--- src/rtl/pipe_pkg.sv ---
// Shared types and default widths for the pipeline stage registers.
// Latency: n/a (package).
// Backpressure: n/a (package).
package pipe_pkg;

    // Occupancy of a stage register: no beat, head only, head plus skid.
    typedef enum logic [1:0] {
        EMPTY = 2'd0,
        ONE   = 2'd1,
        TWO   = 2'd2
    } pipe_state_t;

    // Default field widths of the existing per-stage banks.
    localparam int IF_ID_CTRL_W   = 1;
    localparam int IF_ID_DATA_W   = 64;   // instruction + PC+4
    localparam int ID_EX_CTRL_W   = 8;
    localparam int ID_EX_DATA_W   = 96;
    localparam int EX_MEM_CTRL_W  = 5;
    localparam int EX_MEM_DATA_W  = 69;
    localparam int SAD2_WB_CTRL_W = 3;    // RegWrite, MemtoReg, jal
    localparam int SAD2_WB_DATA_W = 69;

endpackage

--- src/rtl/pipe_skid_entry.sv ---
// One valid+ctrl+data register slice with load and clear.
// Latency: loaded value visible one cycle after the load edge.
// Backpressure: none; the owner decides when to load or clear.
//
// Ports: Clk/Reset, load (capture ld_*), clear (drop valid, zero ctrl,
// keep data), ld_vld/ld_ctrl/ld_data source, vld/ctrl/data outputs.
import pipe_pkg::*;

module pipe_skid_entry #(
    parameter int CTRL_W = 8,
    parameter int DATA_W = 32
) (
    input  logic              Clk,
    input  logic              Reset,
    input  logic              load,
    input  logic              clear,
    input  logic              ld_vld,
    input  logic [CTRL_W-1:0] ld_ctrl,
    input  logic [DATA_W-1:0] ld_data,
    output logic              vld,
    output logic [CTRL_W-1:0] ctrl,
    output logic [DATA_W-1:0] data
);

    logic              vld_q,  vld_d;
    logic [CTRL_W-1:0] ctrl_q, ctrl_d;
    logic [DATA_W-1:0] data_q, data_d;

    // Clear wins over load. Data is deliberately kept on clear so the
    // payload bus does not toggle when a beat is killed.
    always_comb begin
        vld_d  = vld_q;
        ctrl_d = ctrl_q;
        data_d = data_q;
        if (clear) begin
            vld_d  = 1'b0;
            ctrl_d = '0;
        end else if (load) begin
            vld_d  = ld_vld;
            ctrl_d = ld_vld ? ld_ctrl : '0;
            data_d = ld_data;
        end
    end

    always_ff @(posedge Clk or negedge Reset) begin
        if (!Reset) begin
            vld_q  <= 1'b0;
            ctrl_q <= '0;
            data_q <= '0;
        end else begin
            vld_q  <= vld_d;
            ctrl_q <= ctrl_d;
            data_q <= data_d;
        end
    end

    assign vld  = vld_q;
    assign ctrl = ctrl_q;
    assign data = data_q;

endmodule

--- src/rtl/pipe_stage_reg.sv ---
// Reusable pipeline stage register: valid/ready, stall, flush, optional skid.
// Latency: 1 cycle from accept to out_* when empty.
// Backpressure: SKID=1 registered in_ready (absorbs one beat after
//   out_ready drops); SKID=0 in_ready = out_ready | !out_valid.
//
// Ports: Clk, Reset (async active-low), in_valid/in_ready/in_ctrl/in_data
// upstream, flush, out_valid/out_ready/out_ctrl/out_data downstream,
// stall_cnt saturating count of cycles with out_valid & !out_ready.
import pipe_pkg::*;

module pipe_stage_reg #(
    parameter int DATA_W = 32,
    parameter int CTRL_W = 8,
    parameter int SKID   = 1,
    parameter int CNT_W  = 16
) (
    input  logic              Clk,
    input  logic              Reset,
    input  logic              in_valid,
    output logic              in_ready,
    input  logic [CTRL_W-1:0] in_ctrl,
    input  logic [DATA_W-1:0] in_data,
    input  logic              flush,
    output logic              out_valid,
    input  logic              out_ready,
    output logic [CTRL_W-1:0] out_ctrl,
    output logic [DATA_W-1:0] out_data,
    output logic [CNT_W-1:0]  stall_cnt
);

    pipe_state_t       state_q, state_d;
    logic              in_ready_q, in_ready_d;
    logic [CNT_W-1:0]  cnt_q, cnt_d;

    logic              accept, consume;
    logic              h_load, h_clear, h_from_skid;
    logic              s_load, s_clear;

    logic              h_vld,  s_vld;
    logic [CTRL_W-1:0] h_ctrl, s_ctrl;
    logic [DATA_W-1:0] h_data, s_data;

    logic              h_ld_vld;
    logic [CTRL_W-1:0] h_ld_ctrl;
    logic [DATA_W-1:0] h_ld_data;

    // A beat presented during flush is dropped even when in_ready is high.
    assign accept  = in_valid & in_ready & ~flush;
    assign consume = h_vld & out_ready;

    // ---------------- state register ----------------
    always_ff @(posedge Clk or negedge Reset) begin
        if (!Reset) begin
            state_q    <= EMPTY;
            in_ready_q <= 1'b1;
            cnt_q      <= '0;
        end else begin
            state_q    <= state_d;
            in_ready_q <= in_ready_d;
            cnt_q      <= cnt_d;
        end
    end

    // ---------------- next-state logic ----------------
    always_comb begin
        state_d     = state_q;
        h_load      = 1'b0;
        h_clear     = 1'b0;
        h_from_skid = 1'b0;
        s_load      = 1'b0;
        s_clear     = 1'b0;
        if (flush) begin
            state_d = EMPTY;
            h_clear = 1'b1;
            s_clear = 1'b1;
        end else begin
            case (state_q)
                EMPTY: begin
                    if (accept) begin
                        h_load  = 1'b1;
                        state_d = ONE;
                    end
                end
                ONE: begin
                    // Without a skid entry an accept always coincides with
                    // a consume (or an empty head), so it replaces the head.
                    if (accept && (consume || SKID == 0)) begin
                        h_load = 1'b1;
                    end else if (accept) begin
                        s_load  = 1'b1;
                        state_d = TWO;
                    end else if (consume) begin
                        h_clear = 1'b1;
                        state_d = EMPTY;
                    end
                end
                TWO: begin
                    if (consume) begin
                        h_load      = 1'b1;
                        h_from_skid = 1'b1;
                        s_clear     = 1'b1;
                        state_d     = ONE;
                    end
                end
                default: begin
                    state_d = EMPTY;
                    h_clear = 1'b1;
                    s_clear = 1'b1;
                end
            endcase
        end
    end

    // ---------------- output / datapath logic ----------------
    always_comb begin
        // Registered ready looks at the next occupancy, so no path from
        // out_ready reaches in_ready in the skid configuration.
        in_ready_d = (state_d != TWO);
        h_ld_vld   = h_from_skid ? s_vld  : 1'b1;
        h_ld_ctrl  = h_from_skid ? s_ctrl : in_ctrl;
        h_ld_data  = h_from_skid ? s_data : in_data;
        cnt_d      = cnt_q;
        if (h_vld && !out_ready && !(&cnt_q)) begin
            cnt_d = cnt_q + 1'b1;
        end
    end

    pipe_skid_entry #(.CTRL_W(CTRL_W), .DATA_W(DATA_W)) u_head (
        .Clk     (Clk),
        .Reset   (Reset),
        .load    (h_load),
        .clear   (h_clear),
        .ld_vld  (h_ld_vld),
        .ld_ctrl (h_ld_ctrl),
        .ld_data (h_ld_data),
        .vld     (h_vld),
        .ctrl    (h_ctrl),
        .data    (h_data)
    );

    generate
        if (SKID != 0) begin : g_skid
            pipe_skid_entry #(.CTRL_W(CTRL_W), .DATA_W(DATA_W)) u_skid (
                .Clk     (Clk),
                .Reset   (Reset),
                .load    (s_load),
                .clear   (s_clear),
                .ld_vld  (1'b1),
                .ld_ctrl (in_ctrl),
                .ld_data (in_data),
                .vld     (s_vld),
                .ctrl    (s_ctrl),
                .data    (s_data)
            );
            assign in_ready = in_ready_q;
        end else begin : g_noskid
            assign s_vld    = 1'b0;
            assign s_ctrl   = '0;
            assign s_data   = '0;
            assign in_ready = out_ready | ~h_vld;
        end
    endgenerate

    assign out_valid = h_vld;
    assign out_ctrl  = h_vld ? h_ctrl : '0;
    assign out_data  = h_data;
    assign stall_cnt = cnt_q;

endmodule

--- config.mk ---
export PLATFORM = sky130hd
export DESIGN_NAME = pipe_stage_reg
export DESIGN_NICKNAME = d
export VERILOG_FILES = /design/src/rtl/pipe_pkg.sv /design/src/rtl/pipe_skid_entry.sv /design/src/rtl/pipe_stage_reg.sv
export SDC_FILE = /design/constraint.sdc
export NUM_CORES = 1
export LEC_CHECK = 0
export ABC_AREA = 1
export BUFFER_PORTS_ARGS = -buffer_cell sky130_fd_sc_hd__buf_2
export CORE_MARGIN = 2
export CORE_UTILIZATION = 49
export DETAILED_ROUTE_END_ITERATION = 10
export GPL_TIMING_DRIVEN = 0
export PLACE_DENSITY = 0.76
export SYNTH_ARGS = -nofsm -noshare
export SYNTH_HDL_FRONTEND = slang
export SYNTH_SLANG_ARGS = --single-unit
export TNS_END_PERCENT = 10
--- constraint.sdc ---
create_clock -name Clk -period 1.7 [get_ports Clk]
set_clock_uncertainty 0.2 [all_clocks]
set_input_delay 0.17 -clock Clk [delete_from_list [all_inputs] [get_ports Clk]]
set_output_delay 0.17 -clock Clk [all_outputs]
set_load 0.02 [all_outputs]
Word-level counts from Yosys, hierarchy flattened
Index checks and enable logic that the tools add are counted.

Flip-flop bits (word level): 101.

Bitwise operators: 6. Reduce and logical (&&, ||, !) cells: 13. $add $sub $neg: 1. Mux-type cells: 36. Equality and inequality tests: 3.

Operators with widths (number): $mux 8 (7); $mux 32 (1); $mux 1 (18); $add 16x1->16 const B (1); $reduce_and 16->1 (1); $mux 2 (6); $pmux 2 s3 (1); $pmux 1 s2 (2); $reduce_and 2->1 (2); $reduce_bool 2->1 (2); $reduce_or 2->1 (2); $and 1x1->1 (3); $logic_and 1x1->1 (3); $not 1->1 (3); $pmux 1 s3 (1); $eq 2x1->1 const B (1); $eq 2x2->1 const B (1); $logic_not 1->1 (2); $logic_not 2->1 (1); $ne 2x2->1 const B (1).

Longest topological paths before layout
Word-level depth: 8. Gate-level depth with buffers: 9. Depth with buffers taken out: 8.

By module
Synthesis repeated with hierarchy kept, for this count alone.

Cells, all modules: 679. Area total of the unflattened synthesis: 5101.1 µm².

Modules (own cells, without submodules): pipe_skid_entry (area each 1655.3 µm², times used 2, sequential area each 1026.0 µm², cells an instance 177); pipe_stage_reg (area each 1790.5 µm², times used 1, sequential area each 476.7 µm², cells an instance 325).

Worst setup path before layout
Ideal clock, no wire load.

Path type: reg2reg. From: register cnt_q[1], in the netlist stall_cnt[1]. To: register cnt_q[3], in the netlist stall_cnt[3]. Stages on the path, launching flop included: 10. Slack: -0.133 ns. Arrival time: 1.516 ns. Setup time: 0.117 ns. Required time: 1.383 ns. Path through: dfrtp_1 ha_1 nand3_2 inv_1 nand2_1 o21ai_2 inv_1 buf_2 nand2_1 nand2_1.

Cells in the longest elaborated chain, start to end: 3. Elaborated cells on any way between the ends: 4.

RTL lines: from (decl) (RTL line pipe_stage_reg.sv:33) `logic [CNT_W-1:0] cnt_q, cnt_d;`; from (signal assigned) (RTL line pipe_stage_reg.sv:60) `cnt_q <= cnt_d;`; parallel branches: the longest is 3 deep, another holds $add 16x1->16.

Several ways; the timed one is not identified. A chain may end at the register's enable or synchronous reset.

Final worst setup path
From: register in_ready_q, in the netlist in_ready. To: register g_skid.u_skid.data_q[16], in the netlist g_skid.u_skid.data[16].

Cells in the longest elaborated chain, start to end: 7. Elaborated cells on any way between the ends: 8.

RTL lines: from (decl) (RTL line pipe_stage_reg.sv:32) `logic in_ready_q, in_ready_d;`; from (signal assigned) (RTL line pipe_stage_reg.sv:59) `in_ready_q <= in_ready_d;`; $and 1x1->1 * (2 in series) (RTL line pipe_stage_reg.sv:48) `assign accept = in_valid & in_ready & ~flush;`; $mux 1 or $logic_and 1x1->1 (tied branches) (RTL line pipe_stage_reg.sv:89, pipe_stage_reg.sv:87); $mux 1 * (RTL line pipe_stage_reg.sv:87) `if (accept && (consume || SKID == 0)) begin`; $mux 1 * (RTL line pipe_stage_reg.sv:77) `case (state_q)`; $mux 1 * (RTL line pipe_stage_reg.sv:72) `if (flush) begin`; $reduce_and 2->1 (no line) *; to (signal assigned) (RTL line pipe_skid_entry.sv:53) `data_q <= data_d;`; to (decl) (RTL line pipe_skid_entry.sv:27) `logic [DATA_W-1:0] data_q, data_d;`.

Every way passes the cells marked *; elsewhere a longest branch is shown, timed or not.

==> results.py <==
metrics = {
    "yosys": {
        "syn-num-nets": 682,
        "synth.area.top_cells": "dfrtp_1 51%, nand2_1 21%, nand3_1 4.7%, o21ai_0 4.4%, inv_1 3.9%",
        "yosys.area.top_type_share": 0.513,
        "ys_types": 25,
        "syn_inst": 636,
        "yosys_register_bits": 101,
        "synthesis.area_mm2": 0.00488,
        "syn_avg_cell_area_um2": 7.67,
        "ys_seq_area_frac": 0.518,
        "yosysWarnings": 0,
        "yosysTopAreaCell": "dfrtp_1",
    },
    "floorplanning": {
        "initial_core_util": 0.501,
        "fp-row-count": 36,
        "fp.dieW_um": 104,
        "dieArea_mm2": 0.0108,
        "coreArea_mm2": 0.00973,
        "die_height_um": 104,
        "io_pins": 103,
    },
    "cells_and_area": {
        "area_growth_pct": 31.7,
        "layout.cells.non_filler": 936,
        "finalNetCount": 844,
        "drive_gt1_frac": 0.242,
        "diodes": 0,
    },
    "setup_path": {
        "cp.required_ns": 1.79,
        "cp_max_fo": 10,
        "end_kind": "flop",
        "cp-start-kind": "flop",
        "arrival_ns": 1.78,
        "worstSetupPathType": "flop to flop",
    },
    "global_routing": {
        "grt_first_pass_wirelength_um": 20300,
        "antenna_found_initial": 0,
        "globalRouteOverflowTotal": 0,
        "grt_pass1_vias": 4449,
        "grt_max_degree": 65,
        "track_usage": 0.229,
    },
    "timing": {
        "maxSlewHeadroom": 0.649,
        "rsz0062_at_grt": "yes",
        "finalSetupViolations": 0,
        "setup_tns_ns": 0,
        "hold_viol_final": 1,
        "period_share": 0.993,
        "timing.hold.ws_ns": -0.175,
        "worst_pin_slew_ns": 0.527,
        "clock.fmax_ghz": 0.593,
        "min_period_ns": 1.69,
        "timing.final.max_slew_violations": 0,
    },
    "drt": {
        "drcViolationCount": 0,
        "drt_iter0_drc": 179,
        "wl_per_cell_um": 12.9,
        "vias_per_cell": 4.99,
        "num_vias": 4667,
        "wirelength_um": 12100,
        "first_pass_iters": 4,
        "antenna_left": 0,
    },
    "power_and_ir_drop": {
        "peakVddDrop_mv": 0.611,
        "p_leak_nw": 3.52,
        "p_per_area_mw_per_mm2": 957,
    },
    "run": {
        "drv_cap": 0,
    },
    "clocking": {
        "cts_max_path_buffers": 2,
        "path_clk_slew_ns": 0.10,
        "clockRootBuffer": "clkbuf_8",
        "hold_buffers": 41,
        "cts_tree": "built",
        "cts_buffers": 9,
        "htreeDepth": 3,
        "clk_latency_ns": 0.36,
        "clock-sinks": 101,
    },
    "placed_design": {
        "dp.cells": 872,
        "io_buffers": 102,
        "gp_congestion": 0.859,
        "dp_hpwl_um": 8350,
    },
    "outcome": {
        "status": "finished, violations left",
        "violations": "hold timing",
    },
    "hold_path": {
        "hp-class": "primary input to flop",
    },
}
## repair_timing
item                                    CTS  global route
setup buffers                             3             4
endpoints found under the hold margin   118             1
pin swaps                                 2             7
gates resized for setup                  27            56
endpoints found under the setup margin   87           104
cloned                                    0             0
## layer usage
layer	vias up	track usage	share of wire
li1	2301	-	-
met3	15	0.0390	0.051
met4	0	0.0637	0.013
met5	-	0	0
met2	118	0.392	0.49
met1	2233	0.303	0.44
## flip-flops by register name (all words and copies together), names as in the netlist
register,cells
u_head.data,32
u_head.ctrl,8
in_ready,1
stall_cnt,16
g_skid.u_skid.data,32
state_q,2
g_skid.u_skid.ctrl,8
u_head.vld,1
g_skid.u_skid.vld,1
## layout by cell type, fill, tap and decap left out, types with 4 or more instances in the layout
master,instances
a21oi_1,17
a21oi_2,4
buf_2,109
buf_4,17
buf_6,7
clkbuf_8,10
dfrtp_1,93
dfrtp_2,7
dlygate4sd3_1,41
inv_1,48
inv_2,4
nand2_1,270
nand2_2,4
nand3_1,46
nand4_1,5
nor2_1,35
nor2_4,7
o21ai_0,32
o21ai_1,11
xnor2_1,7
## layout make-up
| class | count | area (um^2) |
|---|---|---|
| timing repair buffer | 151 | 1000 |
| clock inverter | 6 | 52.6 |
| fill | 858 | 3310 |
| buffer | 30 | 248 |
| inverter | 54 | 208 |
| tap | 133 | 166 |
| sequential | 101 | 2540 |
| multi-input combinational | 451 | 2070 |
| clock buffer | 10 | 138 |
## through the flow
stage | utilization | area [um^2] | total power [mW] | setup slack (ns)
2_1_floorplan | - | 4890 | 4.02 | 0.0236
3_3_place_gp | 0.572 | 5570 | 4.48 | -0.982
3_5_place_dp | 0.575 | 5600 | 4.55 | -0.131
4_1_cts | 0.646 | 6280 | 6.14 | -0.0612
5_1_grt | 0.660 | 6420 | 6.53 | -0.0820
6_report | 0.660 | 6420 | 6.15 | 0.0126
## Yosys cell counts (all sizes together)
cell / instances
a21oi: 21
a31oi: 2
buf: 23
clkbuf: 7
dfrtp: 100
dfstp: 1
ha: 1
inv: 54
nand2: 276
nand3: 48
nand3b: 1
nand4: 5
nor2: 44
o21ai: 45
xnor2: 7
xor2: 1
## report_power, final
| part | total [mW] | switching, mW | internal (mW) |
|---|---|---|---|
| Combinational | 1.55 | 0.933 | 0.617 |
| Clock | 1.47 | 0.875 | 0.597 |
| Sequential | 3.12 | 0.251 | 2.87 |
| Total | 6.15 | 2.06 | 4.09 |
## final timing paths
| path | startpoint | end | slack, ns | depth (start not counted) |
|---|---|---|---|---|
| hold / removal | flush | state_q[0] | -0.18 | 2 |
| hold reg to reg | g_skid.u_skid.data[22] | g_skid.u_skid.data[22] | 0.28 | 2 |
| max in group asynchronous | Reset | stall_cnt[1] | 0.48 | 3 |
| setup reg to reg | in_ready | g_skid.u_skid.data[16] | 0.01 | 6 |
| min in group asynchronous | Reset | u_head.ctrl[6] | 0.10 | 2 |
| setup / recovery | in_ready | g_skid.u_skid.data[16] | 0.01 | 6 |
## worst max-delay path, cell delays in order, from the launching register on
cell	delay, ns
dfstp_2	0.58
nand3_4	0.10
nor2_4	0.19
nand2_2	0.10
buf_6	0.15
buf_6	0.15
a21oi_1	0.15
## kinds of logic after synthesis
group / after synthesis / synth area share
AOI/OAI and AO/OA: 68 / 0.0734
adders and majority gates: 1 / 0.00257
DFF: 101 / 0.518
xor gates and xnor gates: 8 / 0.0144
and+or+nand+nor: 374 / 0.314
buffers and inverters: 84 / 0.0770
(Power assumes the default switching activity.)
